<file path="src/rtl/ps2_key_fifo.sv">
// -----------------------------------------------------------------------------
// ps2_key_fifo
//
// PS/2 keyboard receiver with a tagged key-event FIFO and a raw-byte history.
// The PS/2 clock and data lines are synchronised, and the clock is deglitched.
// Each 11-bit frame is checked for its start, odd-parity and stop bits.
// A frame that stalls is aborted on a timeout. Valid bytes are shifted into a
// history register for a 7-segment display. The E0 and F0 prefixes are folded
// into {ext, brk, code} events, which are held in a first-word-fall-through
// FIFO.
//
// Ports:
//   clk        system clock
//   clrn       asynchronous active-low reset
//   ps2c/ps2d  raw PS/2 clock and data (asynchronous)
//   rd_en      pop the head event (ignored while empty)
//   dout       head event {ext, brk, code[7:0]}; valid while empty=0
//   empty/full FIFO status
//   count      number of events held
//   byte_rdy   one-cycle pulse per valid raw byte
//   hist       raw byte history; newest byte in [7:0]
//   overflow   sticky: an event was dropped because the FIFO was full
//   frame_err  sticky: bad start/parity/stop bit, or frame timeout
//   clr_err    synchronous clear of overflow and frame_err (a new error wins)
// -----------------------------------------------------------------------------
module ps2_key_fifo #(
  parameter int FIFO_DEPTH = 8,
  parameter int HIST_BYTES = 4,
  parameter int FILTER_LEN = 8,
  parameter int TIMEOUT    = 100000
) (
  input  logic                          clk,
  input  logic                          clrn,
  input  logic                          ps2c,
  input  logic                          ps2d,
  input  logic                          rd_en,
  output logic [9:0]                    dout,
  output logic                          empty,
  output logic                          full,
  output logic [$clog2(FIFO_DEPTH):0]   count,
  output logic                          byte_rdy,
  output logic [8*HIST_BYTES-1:0]       hist,
  output logic                          overflow,
  output logic                          frame_err,
  input  logic                          clr_err
);

  localparam int AW = $clog2(FIFO_DEPTH);
  localparam int CW = AW + 1;
  localparam int HW = 8 * HIST_BYTES;
  localparam int FW = $clog2(FILTER_LEN + 1);
  localparam int TW = $clog2(TIMEOUT);

  localparam logic [CW-1:0] DEPTH_C  = CW'(FIFO_DEPTH);
  localparam logic [FW-1:0] FILT_MAX = FW'(FILTER_LEN - 1);
  localparam logic [TW-1:0] TO_MAX   = TW'(TIMEOUT - 1);

  typedef enum logic [1:0] {
    IDLE = 2'd0,
    DATA = 2'd1,
    PAR  = 2'd2,
    STOP = 2'd3
  } state_t;

  // Odd parity over the eight data bits plus the parity bit.
  function automatic logic parity_ok(input logic [7:0] data, input logic par);
    return ^{data, par};
  endfunction

  // ---------------------------------------------------------------------------
  // Input conditioning
  // ---------------------------------------------------------------------------
  logic          c_meta_q, c_meta_d, c_sync_q, c_sync_d;
  logic          d_meta_q, d_meta_d, d_sync_q, d_sync_d;
  logic          c_f_q, c_f_d, c_f_dly_q, c_f_dly_d;
  logic [FW-1:0] filt_cnt_q, filt_cnt_d;
  logic          fall_s;

  // Synchronise both lines and let c_f follow ps2c only after a stable run.
  always_comb begin
    c_meta_d   = ps2c;
    c_sync_d   = c_meta_q;
    d_meta_d   = ps2d;
    d_sync_d   = d_meta_q;
    c_f_dly_d  = c_f_q;
    c_f_d      = c_f_q;
    filt_cnt_d = filt_cnt_q;
    if (c_sync_q == c_f_q) begin
      // Any sample that agrees with c_f restarts the run of differing samples.
      filt_cnt_d = {FW{1'b0}};
    end else if (filt_cnt_q == FILT_MAX) begin
      c_f_d      = c_sync_q;
      filt_cnt_d = {FW{1'b0}};
    end else begin
      filt_cnt_d = filt_cnt_q + FW'(1);
    end
  end

  // Conditioning registers; both lines idle high.
  always_ff @(posedge clk or negedge clrn) begin
    if (!clrn) begin
      c_meta_q   <= 1'b1;
      c_sync_q   <= 1'b1;
      d_meta_q   <= 1'b1;
      d_sync_q   <= 1'b1;
      c_f_q      <= 1'b1;
      c_f_dly_q  <= 1'b1;
      filt_cnt_q <= {FW{1'b0}};
    end else begin
      c_meta_q   <= c_meta_d;
      c_sync_q   <= c_sync_d;
      d_meta_q   <= d_meta_d;
      d_sync_q   <= d_sync_d;
      c_f_q      <= c_f_d;
      c_f_dly_q  <= c_f_dly_d;
      filt_cnt_q <= filt_cnt_d;
    end
  end

  assign fall_s = c_f_dly_q & ~c_f_q;

  // ---------------------------------------------------------------------------
  // Frame FSM, timeout and raw-byte history
  // ---------------------------------------------------------------------------
  state_t        state_q, state_d;
  logic [2:0]    bit_cnt_q, bit_cnt_d;
  logic [7:0]    data_q, data_d;
  logic          par_q, par_d;
  logic [TW-1:0] to_cnt_q, to_cnt_d;
  logic          byte_rdy_q, byte_rdy_d;
  logic [7:0]    rx_byte_q, rx_byte_d;
  logic [HW-1:0] hist_q, hist_d;
  logic          frame_set_s;
  logic          bad_byte_s;

  // Next-state logic for the frame receiver; a timeout outranks an idle line.
  always_comb begin
    state_d     = state_q;
    bit_cnt_d   = bit_cnt_q;
    data_d      = data_q;
    par_d       = par_q;
    byte_rdy_d  = 1'b0;
    rx_byte_d   = rx_byte_q;
    hist_d      = hist_q;
    frame_set_s = 1'b0;
    bad_byte_s  = 1'b0;

    if (fall_s) begin
      to_cnt_d = {TW{1'b0}};
    end else if (to_cnt_q != TO_MAX) begin
      to_cnt_d = to_cnt_q + TW'(1);
    end else begin
      to_cnt_d = to_cnt_q;
    end

    if (fall_s) begin
      case (state_q)
        IDLE: begin
          if (d_sync_q == 1'b0) begin
            state_d   = DATA;
            bit_cnt_d = 3'd0;
          end else begin
            frame_set_s = 1'b1;
          end
        end
        DATA: begin
          data_d[bit_cnt_q] = d_sync_q;
          if (bit_cnt_q == 3'd7) begin
            state_d = PAR;
          end else begin
            bit_cnt_d = bit_cnt_q + 3'd1;
          end
        end
        PAR: begin
          par_d   = d_sync_q;
          state_d = STOP;
        end
        STOP: begin
          state_d = IDLE;
          if (parity_ok(data_q, par_q) && d_sync_q) begin
            byte_rdy_d = 1'b1;
            rx_byte_d  = data_q;
            hist_d     = (hist_q << 4'd8) | HW'(data_q);
          end else begin
            frame_set_s = 1'b1;
            bad_byte_s  = 1'b1;
          end
        end
        default: begin
          state_d = IDLE;
        end
      endcase
    end else if ((state_q != IDLE) && (to_cnt_q == TO_MAX)) begin
      // Stalled partial frame: drop it and wait for a new start bit.
      state_d     = IDLE;
      frame_set_s = 1'b1;
    end else begin
      state_d = state_q;
    end
  end

  // Frame receiver registers.
  always_ff @(posedge clk or negedge clrn) begin
    if (!clrn) begin
      state_q    <= IDLE;
      bit_cnt_q  <= 3'd0;
      data_q     <= 8'd0;
      par_q      <= 1'b0;
      to_cnt_q   <= {TW{1'b0}};
      byte_rdy_q <= 1'b0;
      rx_byte_q  <= 8'd0;
      hist_q     <= {HW{1'b0}};
    end else begin
      state_q    <= state_d;
      bit_cnt_q  <= bit_cnt_d;
      data_q     <= data_d;
      par_q      <= par_d;
      to_cnt_q   <= to_cnt_d;
      byte_rdy_q <= byte_rdy_d;
      rx_byte_q  <= rx_byte_d;
      hist_q     <= hist_d;
    end
  end

  // ---------------------------------------------------------------------------
  // Prefix decoder, event FIFO and sticky error flags
  // ---------------------------------------------------------------------------
  logic          ext_q, ext_d, brk_q, brk_d;
  logic [9:0]    mem_q [FIFO_DEPTH];
  logic [9:0]    mem_d [FIFO_DEPTH];
  logic [AW-1:0] wr_ptr_q, wr_ptr_d, rd_ptr_q, rd_ptr_d;
  logic [CW-1:0] count_q, count_d;
  logic          empty_q, empty_d, full_q, full_d;
  logic          overflow_q, overflow_d, frame_err_q, frame_err_d;
  logic          push_s, pop_s, wr_ok_s, drop_s;
  logic [9:0]    event_s;

  // Decode the byte in its byte_rdy cycle, then apply the push and pop.
  always_comb begin
    ext_d    = ext_q;
    brk_d    = brk_q;
    push_s   = 1'b0;
    event_s  = {ext_q, brk_q, rx_byte_q};
    mem_d    = mem_q;
    wr_ptr_d = wr_ptr_q;
    rd_ptr_d = rd_ptr_q;
    count_d  = count_q;

    if (byte_rdy_q) begin
      if (rx_byte_q == 8'hE0) begin
        ext_d = 1'b1;
      end else if (rx_byte_q == 8'hF0) begin
        brk_d = 1'b1;
      end else begin
        push_s = 1'b1;
        ext_d  = 1'b0;
        brk_d  = 1'b0;
      end
    end else begin
      push_s = 1'b0;
    end

    // A corrupt byte breaks any prefix sequence in progress.
    if (bad_byte_s) begin
      ext_d = 1'b0;
      brk_d = 1'b0;
    end else begin
      ext_d = ext_d;
    end

    pop_s = rd_en & ~empty_q;
    // When full, a push only lands if a pop frees the head slot this cycle.
    wr_ok_s = push_s & (~full_q | pop_s);
    drop_s  = push_s & full_q & ~pop_s;

    if (wr_ok_s) begin
      mem_d[wr_ptr_q] = event_s;
      wr_ptr_d        = wr_ptr_q + AW'(1);
    end else begin
      wr_ptr_d = wr_ptr_q;
    end

    if (pop_s) begin
      rd_ptr_d = rd_ptr_q + AW'(1);
    end else begin
      rd_ptr_d = rd_ptr_q;
    end

    if (wr_ok_s && !pop_s) begin
      count_d = count_q + CW'(1);
    end else if (pop_s && !wr_ok_s) begin
      count_d = count_q - CW'(1);
    end else begin
      count_d = count_q;
    end

    empty_d = (count_d == {CW{1'b0}});
    full_d  = (count_d == DEPTH_C);

    // A new error outranks a clear in the same cycle.
    if (drop_s) begin
      overflow_d = 1'b1;
    end else if (clr_err) begin
      overflow_d = 1'b0;
    end else begin
      overflow_d = overflow_q;
    end

    if (frame_set_s) begin
      frame_err_d = 1'b1;
    end else if (clr_err) begin
      frame_err_d = 1'b0;
    end else begin
      frame_err_d = frame_err_q;
    end
  end

  // Decoder, FIFO storage and status registers.
  always_ff @(posedge clk or negedge clrn) begin
    if (!clrn) begin
      ext_q       <= 1'b0;
      brk_q       <= 1'b0;
      for (int i = 0; i < FIFO_DEPTH; i++) begin
        mem_q[i] <= 10'd0;
      end
      wr_ptr_q    <= {AW{1'b0}};
      rd_ptr_q    <= {AW{1'b0}};
      count_q     <= {CW{1'b0}};
      empty_q     <= 1'b1;
      full_q      <= 1'b0;
      overflow_q  <= 1'b0;
      frame_err_q <= 1'b0;
    end else begin
      ext_q       <= ext_d;
      brk_q       <= brk_d;
      mem_q       <= mem_d;
      wr_ptr_q    <= wr_ptr_d;
      rd_ptr_q    <= rd_ptr_d;
      count_q     <= count_d;
      empty_q     <= empty_d;
      full_q      <= full_d;
      overflow_q  <= overflow_d;
      frame_err_q <= frame_err_d;
    end
  end

  // First-word-fall-through: the head entry is read straight from storage.
  assign dout      = mem_q[rd_ptr_q];
  assign empty     = empty_q;
  assign full      = full_q;
  assign count     = count_q;
  assign byte_rdy  = byte_rdy_q;
  assign hist      = hist_q;
  assign overflow  = overflow_q;
  assign frame_err = frame_err_q;

endmodule

</file>
<file path="config.mk">
export PLATFORM = sky130hd
export DESIGN_NAME = ps2_key_fifo
export DESIGN_NICKNAME = d
export VERILOG_FILES = /design/src/rtl/ps2_key_fifo.sv
export SDC_FILE = /design/constraint.sdc
export NUM_CORES = 1
export LEC_CHECK = 0
export ABC_AREA = 1
export BUFFER_PORTS_ARGS = -buffer_cell sky130_fd_sc_hd__buf_2
export CORE_ASPECT_RATIO = 0.7
export CORE_MARGIN = 1
export CORE_UTILIZATION = 50
export CTS_CLUSTER_SIZE = 10
export DETAILED_ROUTE_END_ITERATION = 12
export GPL_TIMING_DRIVEN = 0
export PLACE_DENSITY = 0.68
export SYNTH_ARGS = -nofsm -noshare
export SYNTH_HDL_FRONTEND = slang
export SYNTH_SLANG_ARGS = --single-unit
</file>
<file path="constraint.sdc">
create_clock -name clk -period 2.55 [get_ports clk]
set_input_delay 0.765 -clock clk [delete_from_list [all_inputs] [get_ports clk]]
set_output_delay 0.765 -clock clk [all_outputs]
set_load 0.005 [all_outputs]
</file>
[Word level (Yosys, flattened, before mapping)]
Cells that the tools add are included.
W data, S select, Z words.
Storage, ports and cells
  flip-flop bits (word level): 178
  bits in latches: 0
  bits in writable memories: 0
  bits in read-only memories: 0
  input bits: 6
  output and inout bits: 51
  logic and storage cells: 148
  memories: 0
Cells by class
  $add $sub $neg: 7
  multipliers: 0
  div/mod/pow operators: 0
  magnitude comparators: 5
  equal/unequal tests: 17
  shift-type cells: 0
  multiplexer cells: 47
  bitwise operators: 14
  reduce and logical (&&, ||, !) cells: 26
Operator list (number)
  $bwmux W80: 1
  $mux W17: 2
  $or A32 B8 Y32: 1
  $bmux W10 S3: 1
  $demux W10 S3: 1
  $mux W10: 3
  $mux W1: 24
  $add A17 B1 Y17 const B: 1
  $eq A17 B17 Y1 const B: 1
  $ne A17 B17 Y1 const B: 1
  $eq A8 B8 Y1 const B: 2
  $mux W4: 4
  $reduce_bool A2 Y1: 7
  $reduce_and A2 Y1: 5
  $add A3 B1 Y3 const B: 3
  $ne A3 B3 Y1 const B: 3
  $reduce_xor A9 Y1: 1
  $add A4 B1 Y4 const B: 2
  $bwmux W8: 1
  $ge A4 B4 Y1 const B: 2
  $mux W2: 4
  $not A3 Y4: 2
  $pmux W2 S4: 1
  $logic_and A1 B1 Y1: 6
  23 further kinds: 37

[Longest topological paths before layout]
Gate-level depths: netlist of the first run.
  depth after elaboration: 10
  gate-level depth with buffers: 14

[Least setup slack after synthesis of the first run]
No wires, ideal clock.
  kind: register -> output
  from: register rd_ptr_q[0]
  to: output port dout[0]
  arrival: 1.288 ns
  data required time: 1.785 ns
  path slack: 0.497 ns
  cell stages (with the launch flop): 8
  path buffers: 2
  cell sequence: dfrtp_1 clkbuf_1 inv_1 clkbuf_1 nor2_1 o22ai_1 nor2_1 a31oi_1
On the way
  cells in the longest elaborated chain, start to end: 4
Ends and longest elaborated chain
  start, declared: line 231  | logic [AW-1:0] wr_ptr_q, wr_ptr_d, rd_ptr_q, rd_ptr_d;
  start signal, assigned: line 327  | rd_ptr_q <= {AW{1'b0}};
  start signal, assigned: line 338  | rd_ptr_q <= rd_ptr_d;
  $not A3 Y4 (not written as such): line 348  | assign dout = mem_q[rd_ptr_q];
  $bmux W10 S3: line 348
  $mux W10 (not written as such) (2 in series): line 348
  end, declared: line 37  | output logic [9:0] dout,
No other way between the ends. The select of a mux whose other input is x is not followed.

[Worst setup path after layout of the first run]
Same ends and word-level chain as after synthesis.

==> results of run 1 <==
-- worst max-delay path, stage by stage, from the launching register on --
cell and delay (ns):
dfrtp_2 0.46, clkinv_4 0.13, clkbuf_4 0.21, o21ai_1 0.26, a31oi_2 0.16, buf_2 0.17
-- power breakdown --
group,switching [mW],internal (mW),total [mW]
Sequential,0.193,2.90,3.09
Clock,1.16,1.57,2.73
Combinational,1.57,1.03,2.60
-- cells in the mapped netlist --
| master | count |
|---|---|
| nor2_1 | 99 |
| buf_1 | 1 |
| nand3b_1 | 2 |
| a31oi_1 | 19 |
| ha_1 | 12 |
| nand3_2 | 1 |
| nand4_1 | 14 |
| o22ai_1 | 10 |
| nand3_1 | 62 |
| o211ai_1 | 1 |
| xor2_1 | 10 |
| nand2_1 | 244 |
| o21ai_0 | 62 |
| nand2_2 | 3 |
| nor2_4 | 1 |
| nand4_4 | 3 |
| inv_2 | 9 |
| mux2_2 | 1 |
| a21oi_4 | 1 |
| nor2_2 | 2 |
| dfrtp_1 | 163 |
| nor3_1 | 10 |
| a21oi_1 | 13 |
| buf_12 | 1 |
| clkbuf_2 | 3 |
| nor4_1 | 5 |
| nand2_4 | 1 |
| nand3_4 | 2 |
| o32ai_1 | 1 |
| xnor2_1 | 4 |
| inv_1 | 69 |
| dfstp_2 | 7 |
| o21ai_2 | 9 |
| a211oi_1 | 2 |
| o21ai_1 | 71 |
| clkbuf_1 | 20 |
| or2_2 | 2 |
| inv_6 | 1 |
| buf_6 | 6 |
| buf_2 | 14 |
-- cells by family after synthesis --
logic type,after synthesis,synth area share
and+or+nand+nor,451,0.242
AOI/OAI and AO/OA,189,0.128
DFF,170,0.527
buffers and inverters,124,0.0683
xor gates and xnor gates,14,0.0151
adders and majority gates,12,0.0185
muxes,1,0.00139
-- what timing repair did --
action,CTS,global route
buffers inserted,2,1
gates cloned,2,0
pin swaps,13,7
resized for setup,50,44
endpoints found under the hold margin,0,0
setup endpoints to repair,10,10
-- worst paths after layout --
check	startpoint	end	slack [ns]	cells past startpoint
max	rd_ptr_q[0]	dout[0]	-0.02	5
min	clrn	mem_q[77]	0.31	1
max reg2reg	c_f_dly_q	rx_byte_q[4]	0.30	7
min reg2reg	d_meta_q	d_sync_q	0.36	0
max in group asynchronous	clrn	d_meta_q	1.38	2
min in group clk	d_meta_q	d_sync_q	0.36	0
-- stage by stage --
stage / TNS, ns / hold slack, ns / worst slack (ns) / util / cells
after global placement: -328.38 / 0.346 / -1.99 / 0.551 / 1217
after global routing: -0.926 / 0.351 / -0.149 / 0.609 / 1253
after CTS: -0.439 / 0.338 / -0.0705 / 0.604 / 1253
final: -0.0982 / 0.306 / -0.0249 / 0.609 / 1254
after detailed placement: -0.282 / 0.347 / -0.0778 / 0.554 / 1218
after floorplan: 0 / 0.345 / 0.497 / - / 961
-- cells in the final DEF (no fill, tap or decap), types with 14 or more instances in the layout --
| cell type | n |
|---|---|
| o21ai_2 | 19 |
| a31oi_1 | 15 |
| o21ai_0 | 42 |
| nand4_1 | 14 |
| nor2_1 | 91 |
| nand2_1 | 244 |
| buf_2 | 70 |
| inv_1 | 67 |
| clkbuf_16 | 17 |
| o21ai_1 | 81 |
| dfrtp_1 | 161 |
| nand3_1 | 62 |
-- flip-flops by register name, summed over array words and instances, names as in the netlist, 2 cells and up --
name        cells
mem_q          80
hist           25
to_cnt_q       17
data_q          8
rx_byte_q       7
count           4
filt_cnt_q      4
bit_cnt_q       3
rd_ptr_q        3
wr_ptr_q        3
state_q         2
-- routing by layer --
| metal | vias to the layer above | share of wire | GRT usage |
|---|---|---|---|
| li1 | 3332 | - | - |
| met4 | 0 | 0.014 | 0.0864 |
| met2 | 185 | 0.42 | 0.369 |
| met3 | 31 | 0.063 | 0.0533 |
| met1 | 3179 | 0.50 | 0.400 |
| met5 | - | 0 | 0 |
-- area by class of cell --
class,instances,area share
antenna,1,0.000263
tap,200,0.0263
multi-input combinational,667,0.359
timing repair buffer,62,0.0385
inverter,79,0.0322
clock inverter,14,0.0196
sequential,170,0.447
buffer,43,0.0323
clock buffer,18,0.0450
==> run summary, run 1 <==
• -0.0249 ns — slack of the critical path
• 545 — Initial DRC Count
• 0.00866 mm2 — Area after DPL
• clkbuf_16 — master cell of the clock root buffer
• 89 — largest net degree at the start of global routing
• dfrtp_1, nand2_1, nor2_1, o21ai_1, nand3_1 — leading post-synthesis cells by cell area
• 883 mW/mm2 — power density relative to cell area
• 10 — worst-path fanout max
• 2.57 ns — final worst path period need
• 33,400 um — wire length of the first global-routing pass
• 1.01 — share of the cycle needed by the critical path after routing
• 17 — Num CTS Buffers
• 0.262 — total track usage
• 961 — Gate Count Post-Synth
• 0.518 — initial core utilization
• 108 um — y dimension of the die
• input port to async pin — kind of path behind the tightest hold check
• 979 — syn_nets
• 0.439 mV — largest voltage drop on the vdd net
• 40 — count of unique library cells instantiated by Yosys
• 56 — number of buffer cells added on primary ports
• 1,058 — number of nets in the final layout
• 0.43 ns — Clk Latency, worst-skew pair
• 0.00342 mm2 — area of the multi-input gates
• 38 — row count
• 0 — max-cap violations
• 0.0110 ns — worst clock skew
• true — setup repair after global routing missed its margin
• 0 — Synth warnings
• 0.0167 mm2 — die area
• 8.42 um2 — Syn Area/Cell
• 8.42 mW — post-layout power
• 170 — register bit total from synthesis
• 0 — number of DRC violations after detailed routing
• negative setup slack — violations in the final reports
• 5 — setup-violating endpoint count in the final report
• 0.00810 mm2 — total standard cell area after synthesis
• 17.8% — relative area change from synthesis to final layout
• 5.36 — detail-routed via count per cell
• 0.895 — placer congestion estimate
• 1.79 ns — required time reported for the critical path endpoint
• 0.636 ns — actual transition at the worst max-transition pin
• 2 — maximum clock path buffer count
• 0.00427 mm2 — footprint of the flip-flops and latches
• 0 — number of max-slew violations in the final report
• register — Critical Path Start Type
• 0 — antenna-violating nets left
• 0.00953 mm2 — fin area
• 0 — cts hold-fix bufs
• 57 — top-level I/O count
• 0.527 — share of synthesized area occupied by flip-flops and latches
• 4 — H-Tree Depth
• register to output pin — worst setup path category
• 0 — grt ovf
• 170 — Num Clock Sinks
• 0.504 — fraction of synthesized cell area taken by the top area cell type
• 1.81 ns — data arrival time of the critical path
• 1,365 — filler cell count
• 6,235 — via count of the first global-routing pass
• dfrtp_1 — library cell with the largest summed area after synthesis
• output pin — nature of the critical path endpoint
• 6 — Pre-Repair DR Iteration Count
• 1 — initial antenna violation count
• 20,400 um — WL final
• 13,800 um — DPL Wire Length
• 4.59 nW — Pleak
• 0.388 GHz — maximum achievable frequency
• 16.3 um — average wire per cell in the routed design
• 0.576 — slew margin rel.
• 0.196 — layout cell share with drive strength beyond 1
• 154 um — floorplan die width
• 0.0156 mm2 — core area
• 6,727 — Via Count
• yes — TritonCTS clock tree
• finished with violations — outcome
• 0.07 ns — CTS clock-pin slew for the worst setup and hold paths
• 0 — Fin. Hold Viols
Power figures use the tool's default switching activity.
==> inputs of run 2 (changes only) <==
Settings changed: REMOVE_ABC_BUFFERS from default to 1.
==> run 2 against run 1 <==
The run still ends with negative setup slack left. Fmax is 6.2% lower. Via count up 4.3%. Total power grew 7.8%. Setup slack lost 0.17 ns. Global-route usage fell by 0.31 points. Final cell count grew 0.56%. First-iteration DRC count is 12% higher. Register-to-register slack worse by 0.16 ns. Largest power group unchanged. Highest routed layer unchanged.
==> run summary, run 2 (synthesis results as in run 1) <==
• 1.08 — share of the cycle needed by the critical path after routing
• 0 — initial antenna violation count
• 0 — antenna-violating nets left
• 924 mW/mm2 — power density relative to cell area
• 9850 um — post-route met1 wirelength
• 0 — max-cap violations
• 5.56 — detail-routed via count per cell
• register — Critical Path Start Type
• 17 — Num CTS Buffers
• 0 — number of DRC violations after detailed routing
• met4 — Top Layer Used
• 0.00345 mm2 — area of the multi-input gates
• 0.356 ns — worst hold slack after final layout
• 38 — row count
• 0.628 — utilization of the core after routing
• dfrtp_4 — Slowest-stage cell, CP
• 11,200 um — DPL Wire Length
• 1,067 — number of nets in the final layout
• 0.767 ns — actual transition at the worst max-transition pin
• 7 — worst-path fanout max
• 2.74 ns — final worst path period need
• 0.434 mV — largest voltage drop on the vdd net
• buf_12 — crit-path most repeated cell
• finished with violations — outcome
• 16.8 um — average wire per cell in the routed design
• 4.65 nW — Pleak
• 154 um — floorplan die width
• 10 — setup-violating endpoint count in the final report
• 0.259 — total track usage
• 0 — number of max-slew violations in the final report
• hist[7] — r2r startpoint
• 0 — grt ovf
• 7,013 — Via Count
• 0.518 — initial core utilization
• register to register — kind of path behind the tightest hold check
• 0 — number of antenna repair diodes
• 0.332 — switching power as a share of total power
• negative setup slack — violations in the final reports
• 21,200 um — WL final
• 0.342 — relative contribution of combinational cells to total power
• 108 um — y dimension of the die
• true — setup repair after global routing missed its margin
• 1.98 ns — data arrival time of the critical path
• 609 — Initial DRC Count
• 0.205 — layout cell share with drive strength beyond 1
• output pin — nature of the critical path endpoint
• 0.313 — clock group share of total power
• mem_q — register bank with the most flops
• 1890 um — Detail Route met3 WL
• 0.488 — slew margin rel.
• 0.0156 mm2 — core area
• 6.06 mW — Internal Pwr Total
• -0.195 ns — slack of the critical path
• 0.42 ns — Clk Latency, worst-skew pair
• nand2_1, dfrtp_1, o21ai_1 — top library cells by usage in the layout, fill and taps aside
• d_meta_q — beginning of the worst hold path
• 0.364 GHz — maximum achievable frequency
• clkbuf_16 — master cell of the clock root buffer
• 0.07 ns — CTS clock-pin slew for the worst setup and hold paths
• 8970 um — DR WL met2
• 0.00427 mm2 — footprint of the flip-flops and latches
• register to output pin — worst setup path category
• 2 — maximum clock path buffer count
• 21.4% — relative area change from synthesis to final layout
• 3.01 mW — Switching Power
• 100 — largest net degree at the start of global routing
• 56 — number of buffer cells added on primary ports
• 1.79 ns — required time reported for the critical path endpoint
• 170 — Num Clock Sinks
• 0.0167 mm2 — die area
• 0 — Fin. Hold Viols
• 1,314 — filler cell count
• 0.861 — placer congestion estimate
• nand2_1 — most frequent standard cell in the layout excluding fill and tap cells
• 6,409 — via count of the first global-routing pass
• rd_ptr_q[0] — source of the critical timing path
• 0.00760 ns — worst clock skew
• 0.345 — share of power burned in registers
• 80 — max reg flops
• 0.51 ns — max incr delay on CP
• 33,300 um — wire length of the first global-routing pass
• 4 — H-Tree Depth
• 5 — Pre-Repair DR Iteration Count
• -1.25 ns — pre-CTS setup slack
• 57 — top-level I/O count
• yes — TritonCTS clock tree
• buf_12 -> buf_12 -> clkinvlp_4 -> o21ai_2 -> o22ai_2 -> nor2_1 -> a31oi_1 -> buf_2 — ordered cell list for the critical path
run 2: power by group through the flow:
stage          logic [mW]  registers, mW  clock network, mW
2_1_floorplan        1.25           3.18                  0
3_3_place_gp         1.81           3.28                  0
3_5_place_dp         1.83           3.28                  0
4_1_cts              2.86           3.13               2.89
5_1_grt              3.37           3.15               3.00
6_report             3.11           3.13               2.84
run 2: layout make-up:
class,count,share of cell area
inverter,79,0.0331
timing repair buffer,101,0.0834
sequential,170,0.435
clock buffer,19,0.0461
multi-input combinational,672,0.351
clock inverter,12,0.0200
timing repair inverter,8,0.00611
tap,200,0.0255
run 2: path summary, 6_finish.rpt:
kind / endpoint / slack (ns) / cells after the start
min: d_sync_q / 0.36 / 0
max reg2reg: mem_q[65] / 0.14 / 10
max: dout[0] / -0.19 / 8
min reg2reg: d_sync_q / 0.36 / 0
min in group asynchronous: filt_cnt_q[0] / 0.38 / 1
max in group asynchronous: empty / 1.32 / 2
run 2: worst max-delay path: cells and delay by family (launching register included):
kind | cells | cell delay [ns]
compound gates | 3 | 0.42
buf+inv | 4 | 0.58
flops | 1 | 0.51
simple gates | 1 | 0.05
run 2: metal layers:
| layer | vias to the layer above | global-route usage |
|---|---|---|
| met1 | 3290 | 0.375 |
| li1 | 3368 | - |
| met4 | 0 | 0.0879 |
| met5 | - | 0 |
| met3 | 41 | 0.0593 |
| met2 | 314 | 0.382 |
run 2: metrics by stage:
| step | area (um2) | setup TNS (ns) | std cells | power, mW |
|---|---|---|---|---|
| 3_3_place_gp | 8370 | -466.93 | 1172 | 5.09 |
| 4_1_cts | 9620 | -7.62 | 1246 | 8.87 |
| 2_1_floorplan | 7840 | -34.54 | 916 | 4.43 |
| 6_report | 9830 | -1.06 | 1261 | 9.08 |
| 3_5_place_dp | 8430 | -80.40 | 1174 | 5.11 |
| 5_1_grt | 9830 | -1.90 | 1261 | 9.51 |
run 2: timing repair:
action | CTS | global route
pin swaps | 46 | 20
setup endpoints to repair | 95 | 83
gates cloned | 12 | 4
buffers inserted | 29 | 11
endpoints found under the hold margin | 0 | 0
gates resized for setup | 59 | 33
hold buffers | 0 | 0
